## src/rtl/uart_rx_param_if.sv

```systemverilog
// Receive-side host interface of the parametrised UART receiver.
// Latency: none, this is only a bundle of wires.
// Backpressure: the consumer holds rx_ready low to keep rx_valid/rx_data stable.
//
// Signals:
//   rx_data     received word, meaningful while rx_valid is high
//   rx_valid    word available, held until accepted
//   rx_ready    consumer accepts when rx_valid & rx_ready
//   parity_err  sideband to rx_data, parity mismatch
//   frame_err   sideband to rx_data, stop bit sampled low
//   overrun_err single-cycle pulse, a frame was dropped because the holding register was full
//   break_det   single-cycle pulse, break condition seen on the line
interface uart_rx_param_if #(
   parameter int DATA_BITS = 8
);
   logic [DATA_BITS-1:0] rx_data;
   logic                 rx_valid;
   logic                 rx_ready;
   logic                 parity_err;
   logic                 frame_err;
   logic                 overrun_err;
   logic                 break_det;

   // master = the receiver, slave = the consumer
   modport master (
      output rx_data, rx_valid, parity_err, frame_err, overrun_err, break_det,
      input  rx_ready
   );
   modport slave (
      input  rx_data, rx_valid, parity_err, frame_err, overrun_err, break_det,
      output rx_ready
   );
endinterface

```

## src/rtl/uart_rx_param.sv

```systemverilog
// Parametrised UART receiver: NCO baud tick, 2-flop sync, 3-sample majority, framing FSM.
// Latency: rx_valid rises 2 clk after the sample tick of the last stop bit.
// Backpressure: one holding register; a frame completing while it is full is dropped with an overrun pulse.
//
// Ports:
//   clk, rst    single clock, synchronous active-high reset
//   rxd         asynchronous serial input, idle high
//   nco_step    tick rate = nco_step / 2^NCO_W per clk, 0 halts the receiver
//   rx_if       host side (data, valid/ready, error sideband, overrun/break pulses)
module uart_rx_param #(
   parameter int DATA_BITS  = 8,
   parameter int PARITY     = 0,
   parameter int STOP_BITS  = 1,
   parameter int OVERSAMPLE = 16,
   parameter int NCO_W      = 17
) (
   input  logic             clk,
   input  logic             rst,
   input  logic             rxd,
   input  logic [NCO_W-1:0] nco_step,
   uart_rx_param_if.master  rx_if
);
   localparam int             CW        = $clog2(OVERSAMPLE);
   localparam logic [CW-1:0]  HALF      = CW'(OVERSAMPLE / 2);
   localparam logic [3:0]     LAST_DATA = 4'(DATA_BITS - 1);
   localparam logic [1:0]     LAST_STOP = 2'(STOP_BITS - 1);
   localparam logic           PAR_ODD   = (PARITY == 2);

   typedef enum logic [2:0] {
      S_IDLE, S_START, S_DATA, S_PARITY, S_STOP, S_DELIVER, S_BREAK
   } state_t;

   state_t                state_q, state_d;
   logic [NCO_W-1:0]      acc_q;
   logic [NCO_W:0]        acc_sum;
   logic                  tick, sample, rx_bit;
   logic [1:0]            sync_q;
   logic [2:0]            win_q;
   logic [CW-1:0]         cnt_q, cnt_d;
   logic [3:0]            bcnt_q, bcnt_d;
   logic [1:0]            scnt_q, scnt_d;
   logic [DATA_BITS-1:0]  shift_q, shift_d;
   logic                  par_q, par_d, pbit_q, pbit_d;
   logic                  perr_q, perr_d, ferr_q, ferr_d;
   logic [DATA_BITS-1:0]  data_q, data_d;
   logic                  vld_q, vld_d, pe_q, pe_d, fe_q, fe_d;
   logic                  ovr_q, ovr_d, brk_q, brk_d;

   // Tick is the carry out of the phase accumulator.
   assign acc_sum = {1'b0, acc_q} + {1'b0, nco_step};
   assign tick    = acc_sum[NCO_W];
   assign rx_bit  = (win_q[0] & win_q[1]) | (win_q[0] & win_q[2]) | (win_q[1] & win_q[2]);
   // Counter starts at 0 on leaving IDLE, so the first sample lands half a bit in
   // and it then wraps every OVERSAMPLE ticks to hit the middle of each later bit.
   assign sample  = tick && (cnt_q == HALF);

   always_comb begin
      state_d = state_q;
      cnt_d   = tick ? cnt_q + CW'(1) : cnt_q;
      bcnt_d  = bcnt_q;
      scnt_d  = scnt_q;
      shift_d = shift_q;
      par_d   = par_q;
      pbit_d  = pbit_q;
      perr_d  = perr_q;
      ferr_d  = ferr_q;
      case (state_q)
         S_IDLE: begin
            cnt_d  = '0;
            bcnt_d = '0;
            scnt_d = '0;
            par_d  = 1'b0;
            pbit_d = 1'b0;
            perr_d = 1'b0;
            ferr_d = 1'b0;
            // Gated by tick so a halted NCO really freezes the FSM.
            if (tick && !rx_bit) state_d = S_START;
         end
         S_START: begin
            if (sample) state_d = rx_bit ? S_IDLE : S_DATA;
         end
         S_DATA: begin
            if (sample) begin
               shift_d = {rx_bit, shift_q[DATA_BITS-1:1]};
               par_d   = par_q ^ rx_bit;
               if (bcnt_q == LAST_DATA) begin
                  bcnt_d  = '0;
                  state_d = (PARITY == 0) ? S_STOP : S_PARITY;
               end else begin
                  bcnt_d = bcnt_q + 4'd1;
               end
            end
         end
         S_PARITY: begin
            if (sample) begin
               pbit_d  = rx_bit;
               perr_d  = ((par_q ^ rx_bit) != PAR_ODD);
               state_d = S_STOP;
            end
         end
         S_STOP: begin
            if (sample) begin
               if (!rx_bit) begin
                  ferr_d  = 1'b1;
                  // An all-zero frame with a low stop bit is a line break, not data.
                  state_d = (shift_q == '0 && !pbit_q) ? S_BREAK : S_DELIVER;
               end else if (scnt_q == LAST_STOP) begin
                  state_d = S_DELIVER;
               end else begin
                  scnt_d = scnt_q + 2'd1;
               end
            end
         end
         S_DELIVER: state_d = S_IDLE;
         S_BREAK: begin
            if (tick && rx_bit) state_d = S_IDLE;
         end
         default: state_d = S_IDLE;
      endcase
   end

   // Holding register and host-side pulses.
   always_comb begin
      data_d = data_q;
      vld_d  = vld_q;
      pe_d   = pe_q;
      fe_d   = fe_q;
      ovr_d  = 1'b0;
      brk_d  = (state_d == S_BREAK) && (state_q != S_BREAK);
      if (vld_q && rx_if.rx_ready) vld_d = 1'b0;
      if (state_q == S_DELIVER) begin
         if (!vld_q || rx_if.rx_ready) begin
            data_d = shift_q;
            pe_d   = perr_q;
            fe_d   = ferr_q;
            vld_d  = 1'b1;
         end else begin
            ovr_d = 1'b1;
         end
      end
   end

   always_ff @(posedge clk) begin
      if (rst) begin
         state_q <= S_IDLE;
         acc_q   <= '0;
         sync_q  <= 2'b11;
         win_q   <= 3'b111;
         cnt_q   <= '0;
         bcnt_q  <= '0;
         scnt_q  <= '0;
         shift_q <= '0;
         par_q   <= 1'b0;
         pbit_q  <= 1'b0;
         perr_q  <= 1'b0;
         ferr_q  <= 1'b0;
         data_q  <= '0;
         vld_q   <= 1'b0;
         pe_q    <= 1'b0;
         fe_q    <= 1'b0;
         ovr_q   <= 1'b0;
         brk_q   <= 1'b0;
      end else begin
         state_q <= state_d;
         acc_q   <= acc_sum[NCO_W-1:0];
         sync_q  <= {sync_q[0], rxd};
         if (tick) win_q <= {win_q[1:0], sync_q[1]};
         cnt_q   <= cnt_d;
         bcnt_q  <= bcnt_d;
         scnt_q  <= scnt_d;
         shift_q <= shift_d;
         par_q   <= par_d;
         pbit_q  <= pbit_d;
         perr_q  <= perr_d;
         ferr_q  <= ferr_d;
         data_q  <= data_d;
         vld_q   <= vld_d;
         pe_q    <= pe_d;
         fe_q    <= fe_d;
         ovr_q   <= ovr_d;
         brk_q   <= brk_d;
      end
   end

   assign rx_if.rx_data     = data_q;
   assign rx_if.rx_valid    = vld_q;
   assign rx_if.parity_err  = pe_q;
   assign rx_if.frame_err   = fe_q;
   assign rx_if.overrun_err = ovr_q;
   assign rx_if.break_det   = brk_q;
endmodule

```

## src/flat_wrapper.sv

```systemverilog
// flat-port wrapper written by rule: the top's interface ports become plain ports
module uart_rx_param_flat 
#(
   parameter int DATA_BITS  = 8,
   parameter int PARITY     = 0,
   parameter int STOP_BITS  = 1,
   parameter int OVERSAMPLE = 16,
   parameter int NCO_W      = 17
)
  (clk, rst, rxd, nco_step, rx_if_rx_data, rx_if_rx_valid, rx_if_parity_err, rx_if_frame_err, rx_if_overrun_err, rx_if_break_det, rx_if_rx_ready);
  uart_rx_param_if #(.DATA_BITS(DATA_BITS)) rx_if_i ();
  input  logic clk;
  input  logic rst;
  input  logic rxd;
  input  logic [NCO_W-1:0] nco_step;
  output wire logic [$bits(rx_if_i.rx_data)-1:0] rx_if_rx_data;
  output wire logic [$bits(rx_if_i.rx_valid)-1:0] rx_if_rx_valid;
  output wire logic [$bits(rx_if_i.parity_err)-1:0] rx_if_parity_err;
  output wire logic [$bits(rx_if_i.frame_err)-1:0] rx_if_frame_err;
  output wire logic [$bits(rx_if_i.overrun_err)-1:0] rx_if_overrun_err;
  output wire logic [$bits(rx_if_i.break_det)-1:0] rx_if_break_det;
  input wire logic [$bits(rx_if_i.rx_ready)-1:0] rx_if_rx_ready;
  assign rx_if_rx_data = rx_if_i.rx_data;
  assign rx_if_rx_valid = rx_if_i.rx_valid;
  assign rx_if_parity_err = rx_if_i.parity_err;
  assign rx_if_frame_err = rx_if_i.frame_err;
  assign rx_if_overrun_err = rx_if_i.overrun_err;
  assign rx_if_break_det = rx_if_i.break_det;
  assign rx_if_i.rx_ready = rx_if_rx_ready;
  uart_rx_param #(.DATA_BITS(DATA_BITS), .PARITY(PARITY), .STOP_BITS(STOP_BITS), .OVERSAMPLE(OVERSAMPLE), .NCO_W(NCO_W)) u_core (.clk(clk), .rst(rst), .rxd(rxd), .nco_step(nco_step), .rx_if(rx_if_i));
endmodule
```

## config.mk

```make
export PLATFORM = sky130hd
export DESIGN_NAME = uart_rx_param_flat
export DESIGN_NICKNAME = d
export VERILOG_FILES = /design/src/rtl/uart_rx_param_if.sv /design/src/rtl/uart_rx_param.sv /design/src/flat_wrapper.sv
export SDC_FILE = /design/constraint.sdc
export NUM_CORES = 1
export LEC_CHECK = 0
export BUFFER_PORTS_ARGS = -buffer_cell sky130_fd_sc_hd__buf_2
export CAP_MARGIN = 20
export CELL_PAD_IN_SITES_DETAIL_PLACEMENT = 1
export CELL_PAD_IN_SITES_GLOBAL_PLACEMENT = 1
export CORE_AREA = 4 4 105 87
export DETAILED_ROUTE_END_ITERATION = 7
export DIE_AREA = 0 0 109 91
export PLACE_DENSITY_LB_ADDON = 0.1
export SYNTH_ARGS = -nofsm -noshare
export SYNTH_HDL_FRONTEND = slang
export SYNTH_SLANG_ARGS = --single-unit
```

## constraint.sdc

```tcl
create_clock -name clk -period 2.3 [get_ports clk]
set_clock_uncertainty 0.2 [all_clocks]
set_input_delay 0.115 -clock clk [delete_from_list [all_inputs] [get_ports clk]]
set_output_delay 0.115 -clock clk [all_outputs]
set_load 0.05 [all_outputs]
```

; ---- After elaboration in Yosys (flattened, before gate mapping)
; Cells that the tools add are included.
[totals]
out_inout_bits = 13
inputBits = 21
elab_cells = 100
ff_bits = 60
[classes]
eq_ne = 16
n_mux = 31
bitwise_logic = 7
n_reduce_logical = 24
addsub = 4
[ops]
columns = operator, count
row1 = $mux W3, 9
row2 = $add A17 B17 Y18, 1
row3 = $pmux W3 S6, 1
row4 = $eq A3 B3 Y1 const B, 4
row5 = $mux W2, 5
row6 = $add A4 B1 Y4 const B, 2
row7 = $logic_not A8 Y1, 1
row8 = $mux W1, 8
row9 = $mux W4, 2
row10 = $ne A2 B1 Y1 const B, 4
row11 = $pmux W1 S2, 4
row12 = $pmux W4 S2, 1
row13 = $reduce_and A2 Y1, 4
row14 = $eq A3 B2 Y1 const B, 2
row15 = $logic_and A1 B1 Y1, 6
row16 = $reduce_bool A2 Y1, 3
row17 = $eq A4 B3 Y1 const B, 1
row18 = $eq A4 B4 Y1 const B, 1
row19 = $ne A2 B2 Y1 const B, 2
row20 = $pmux W2 S2, 1
row21 = $reduce_and A4 Y1, 1
row22 = $reduce_or A2 Y1, 2
row23 = $and A1 B1 Y1, 3
row24 = $eq A3 B1 Y1 const B, 1
row25 = other kinds (10), 13

; ---- Longest topological paths before layout
[logic_depth]
depth_word = 9
ltp_mapped = 10

; ---- Least setup slack after synthesis
; OpenSTA, ideal clock, no wires.
[synth_path]
path_type = register -> register
startpoint = register u_core.acc_q[11]
endpoint = register u_core.shift_q[1]
setup_time_ns = 0.129
path_stages_with_launch = 10
path_buffers = 1
required_time_ns = 1.971
arrival_time_ns = 2.160
path_slack_ns = -0.188
cell_sequence = dfxtp_1 ha_1 and3_4 and4_1 a21o_1 a211o_4 o211ai_4 buf_8 mux2i_1 nor2_1
[synth_via]
elab_chain_cells = 3
[synth_rtl]
columns = item, line_no
row1 = "start, declared", uart_rx_param.sv:34  ; logic [NCO_W-1:0] acc_q;
row2 = "start signal, assigned", uart_rx_param.sv:165  ; acc_q <= acc_sum[NCO_W-1:0];
row3 = $add A17 B17 Y18, uart_rx_param.sv:50  ; assign acc_sum = {1'b0, acc_q} + {1'b0, nco_step};
row4 = $logic_and A1 B1 Y1, uart_rx_param.sv:55  ; assign sample = tick && (cnt_q == HALF);
row5 = $reduce_and A2 Y1 (no source line), -
row6 = "end signal, assigned", uart_rx_param.sv:171  ; shift_q <= shift_d;
row7 = "end, declared", uart_rx_param.sv:42  ; logic [DATA_BITS-1:0] shift_q, shift_d;
; Every way passes these cells.
; A chain may end at the register's enable or synchronous reset.

; ---- Final worst setup path
; Same ends and word-level chain as after synthesis.

==> flow_metrics.env <==
export IMPL_status="complete, but fails checks"
export IMPL_violations="negative setup slack"
export IMPL_relSlewSlack_pct=65.8
export IMPL_crit_family="compound AO/OA/AOI/OAI gates"
export IMPL_async_flop_share_pct=0
export IMPL_rsz0062_at_grt="yes"
export IMPL_num_nets_final=481
export IMPL_layout_drive_gt1_share_pct=35.9
export IMPL_wl_per_cell_um=15.9
export IMPL_insertion_delay_ps=340
export IMPL_routed_via_density=5.24
export IMPL_p_leak_nw=1.87
export IMPL_fin_area_um2=4290
export IMPL_multiInputGateArea_um2=2080
export IMPL_syn_inst=350
export IMPL_critPathKind="flop to flop"
export IMPL_dieArea_um2=9920
export IMPL_clk_pin_slew_worst_paths_ps=80
export IMPL_worstMarginPinSlew_ps=513
export IMPL_clock_fmax_mhz=409
export IMPL_syn_area_per_cell_um2=9.02
export IMPL_ir_drop_mv=0.326
export IMPL_ys_seq_area_share_pct=38.1
export IMPL_grt_pass1_wl_mm=15.1
export IMPL_pre_cts_ws_ps=-248
export IMPL_synth_warnings=0
export IMPL_gr_total_overflow=0
export IMPL_drtAntennaViolNets=0
export IMPL_critPathMaxStageDelay_ps=380
export IMPL_die_h_um=91
export IMPL_area_growth_pct=35.9
export IMPL_hold_viol_final=0
export IMPL_hold_depth=3
export IMPL_port_buffers=33
export IMPL_synth_edf_count=0
export IMPL_drc=0
export IMPL_gp_congestion=0.810
export IMPL_cp_num_buf_inv=1
export IMPL_layout_worst_path_cycle_share_pct=106
export IMPL_dp_hpwl_mm=6.30
export IMPL_grt_max_degree=30
export IMPL_cp_required_ps=2330
export IMPL_maxCapViolCount=0
export IMPL_cts_buffers=9
export IMPL_arrival_ps=2480
export IMPL_path_cells="ha_4 > and3_4 > and4_1 > a21o_1 > a211o_4 > o211ai_4 > buf_6 > mux2i_2 > nor2_1"
export IMPL_maxSlewViolCount=0
export IMPL_r2r_cells=9
export IMPL_rows=29
export IMPL_nFillCells=921
export IMPL_worstReg2RegStart="u_core.acc_q[11]"
export IMPL_routed_wl_mm=8.79
export IMPL_cts_tree="built"
export IMPL_synth_area_um2=3160
export IMPL_hp_class="input port to flop"
export IMPL_critPathLaunchType="flop"
export IMPL_synth_nets=393
export IMPL_cts_sinks=60
export IMPL_coreArea_um2=7950
export IMPL_clk_path_buf_depth=2
export IMPL_antenna_found_initial=0
export IMPL_end_kind="flop"
export IMPL_cts_max_level=3
export IMPL_final_setup_worst_slack_ps=-145
export IMPL_grt_total_usage_pct=19.0
export IMPL_cts_root_buf="clkbuf_8"
export IMPL_regArea_um2=1210
export IMPL_dieWidth_um=109
export IMPL_layout_min_cycle_time_ps=2450
export IMPL_ys_seq_elements=60
export IMPL_hold_path_startpoint="rst"
export IMPL_drt_first_pass_iters=4
export IMPL_slowest_stage="a211o_4"
export IMPL_vias=2885
export IMPL_setup_viol=28
export IMPL_place_area_um2=3840
export IMPL_fin_util_pct=54.0
export IMPL_drtIter0Drc=102
export IMPL_ys_types=59
export IMPL_io_pins=34
export IMPL_synth_ff_type="dfxtp_1"
export IMPL_grt_pass1_vias=3135
export IMPL_r2r_slack_ps=-150
export IMPL_r2r_end="u_core.shift_q[1]"
export IMPL_initial_core_util_pct=39.7
export IMPL_antenna_cells=0
export IMPL_critPathMaxFanout=6
export IMPL_p_per_area_nw_per_um2=888
export IMPL_holdPathEnd="u_core.acc_q[1]"
export IMPL_tns_ps=-2760
export IMPL_power_mw=3.81
[logic make-up after synthesis]
logic type	Yosys count	share of synthesized area, %
adder cells (fa/ha/maj)	22	8.96
AND/OR/NAND/NOR	136	22.2
AO/OA/AOI/OAI	74	17.0
multiplexers	20	6.54
flip-flops	60	38.1
buffers and inverters	25	3.69
XOR/XNOR	13	3.61
[metal layers]
metal,wire length (µm),share of wire (%),vias to the layer above,GRT usage [%]
li1,-,-,1420,-
met1,4010,46,1418,23.8
met4,91,1.0,0,5.68
met3,227,2.6,8,3.76
met2,4460,51,39,32.5
met5,0,0,-,0
[per-stage QoR]
step                hold slack [ps]  std cells
global route                   61.1        551
CTS                            43.8        550
detailed placement              137        521
finish                         58.0        551
global placement                133        521
floorplan                      18.8        350
[power breakdown]
group          leakage [nW]  internal [mW]  switching [mW]  total, mW
Combinational          1.29          0.868           0.765       1.63
Sequential            0.491           1.18          0.0885       1.27
Clock                0.0886          0.408           0.496      0.903
[sequential cells by signal, summed over array words and instances, names as in the netlist]
signal,count
u_core.scnt_q,2
u_core.acc_q,17
u_core.rx_if.frame_err,1
u_core.perr_q,1
u_core.par_q,1
u_core.ferr_q,1
u_core.shift_q,8
u_core.rx_if.break_det,1
u_core.pbit_q,1
u_core.sync_q,2
u_core.rx_if.rx_data,8
u_core.rx_if.overrun_err,1
u_core.bcnt_q,4
u_core.rx_if.rx_valid,1
u_core.state_q,3
u_core.cnt_q,4
u_core.win_q,3
u_core.rx_if.parity_err,1
[worst min-delay path, cell delays in order]
cell and delay [ps]:
buf_2 100, buf_4 220, nor2_1 110
[placed cells by master, fill, tap and decap left out, drive strengths merged, types with 2 or more instances in the layout]
| cell | n |
|---|---|
| a211o | 4 |
| a211oi | 3 |
| a21o | 8 |
| a21oi | 12 |
| a31oi | 4 |
| and3 | 7 |
| and4 | 3 |
| buf | 85 |
| clkbuf | 9 |
| clkinvlp | 2 |
| dfxtp | 60 |
| dlygate4sd3 | 6 |
| ha | 21 |
| inv | 15 |
| mux2 | 2 |
| mux2i | 18 |
| nand2 | 23 |
| nand2b | 7 |
| nand3 | 10 |
| nand3b | 6 |
| nor2 | 47 |
| nor2b | 9 |
| nor3 | 6 |
| nor4 | 3 |
| o2111a | 2 |
| o2111ai | 2 |
| o211a | 3 |
| o211ai | 3 |
| o21a | 8 |
| o21ai | 20 |
| or2 | 3 |
| or3 | 2 |
| or4 | 3 |
| xnor2 | 6 |
| xor2 | 7 |
[Yosys cell counts, drive strengths merged, types with 7 or more instances]
cell | n | area (µm²)
a21oi | 12 | 63.8
nand3 | 10 | 55.1
mux2i | 18 | 180
nand2 | 23 | 86.3
buf | 7 | 48.8
ha | 21 | 263
a21o | 8 | 60.1
o21ai | 20 | 104
clkbuf | 7 | 26.3
dfxtp | 60 | 1200
inv | 11 | 41.3
nor2 | 47 | 179
xor2 | 7 | 61.3
nor2b | 9 | 56.3
and3 | 7 | 48.8
nand2b | 7 | 43.8
o21a | 8 | 60.1
[timing repair]
item	CTS	global route
gates cloned	1	0
hold buffers	6	0
buffers inserted	6	1
pin swaps	24	10
gates resized for setup	28	11
endpoints found under the hold margin	7	0
setup endpoints to repair	32	33
[worst max path at each step]
stage                                start                end  cells past startpoint
after CTS                  u_core.acc_q[9]  u_core.shift_q[5]                      9
after global placement     u_core.acc_q[1]  u_core.shift_q[7]                      9
final                     u_core.acc_q[11]  u_core.shift_q[1]                      9
after detailed placement   u_core.acc_q[1]  u_core.shift_q[3]                      9
after global routing       u_core.acc_q[1]  u_core.shift_q[0]                      9
after floorplan           u_core.acc_q[11]  u_core.shift_q[1]                      9
[area by class of cell]
cell class              count  area share [%]
inverters                  11           0.963
clock inverters             7            1.34
well taps                 108            3.15
clock buffers               9            2.89
multi-input cells         265            48.6
repair buffers             91            14.8
flip-flops and latches     60            28.3
Power figures use the tool's default switching activity.
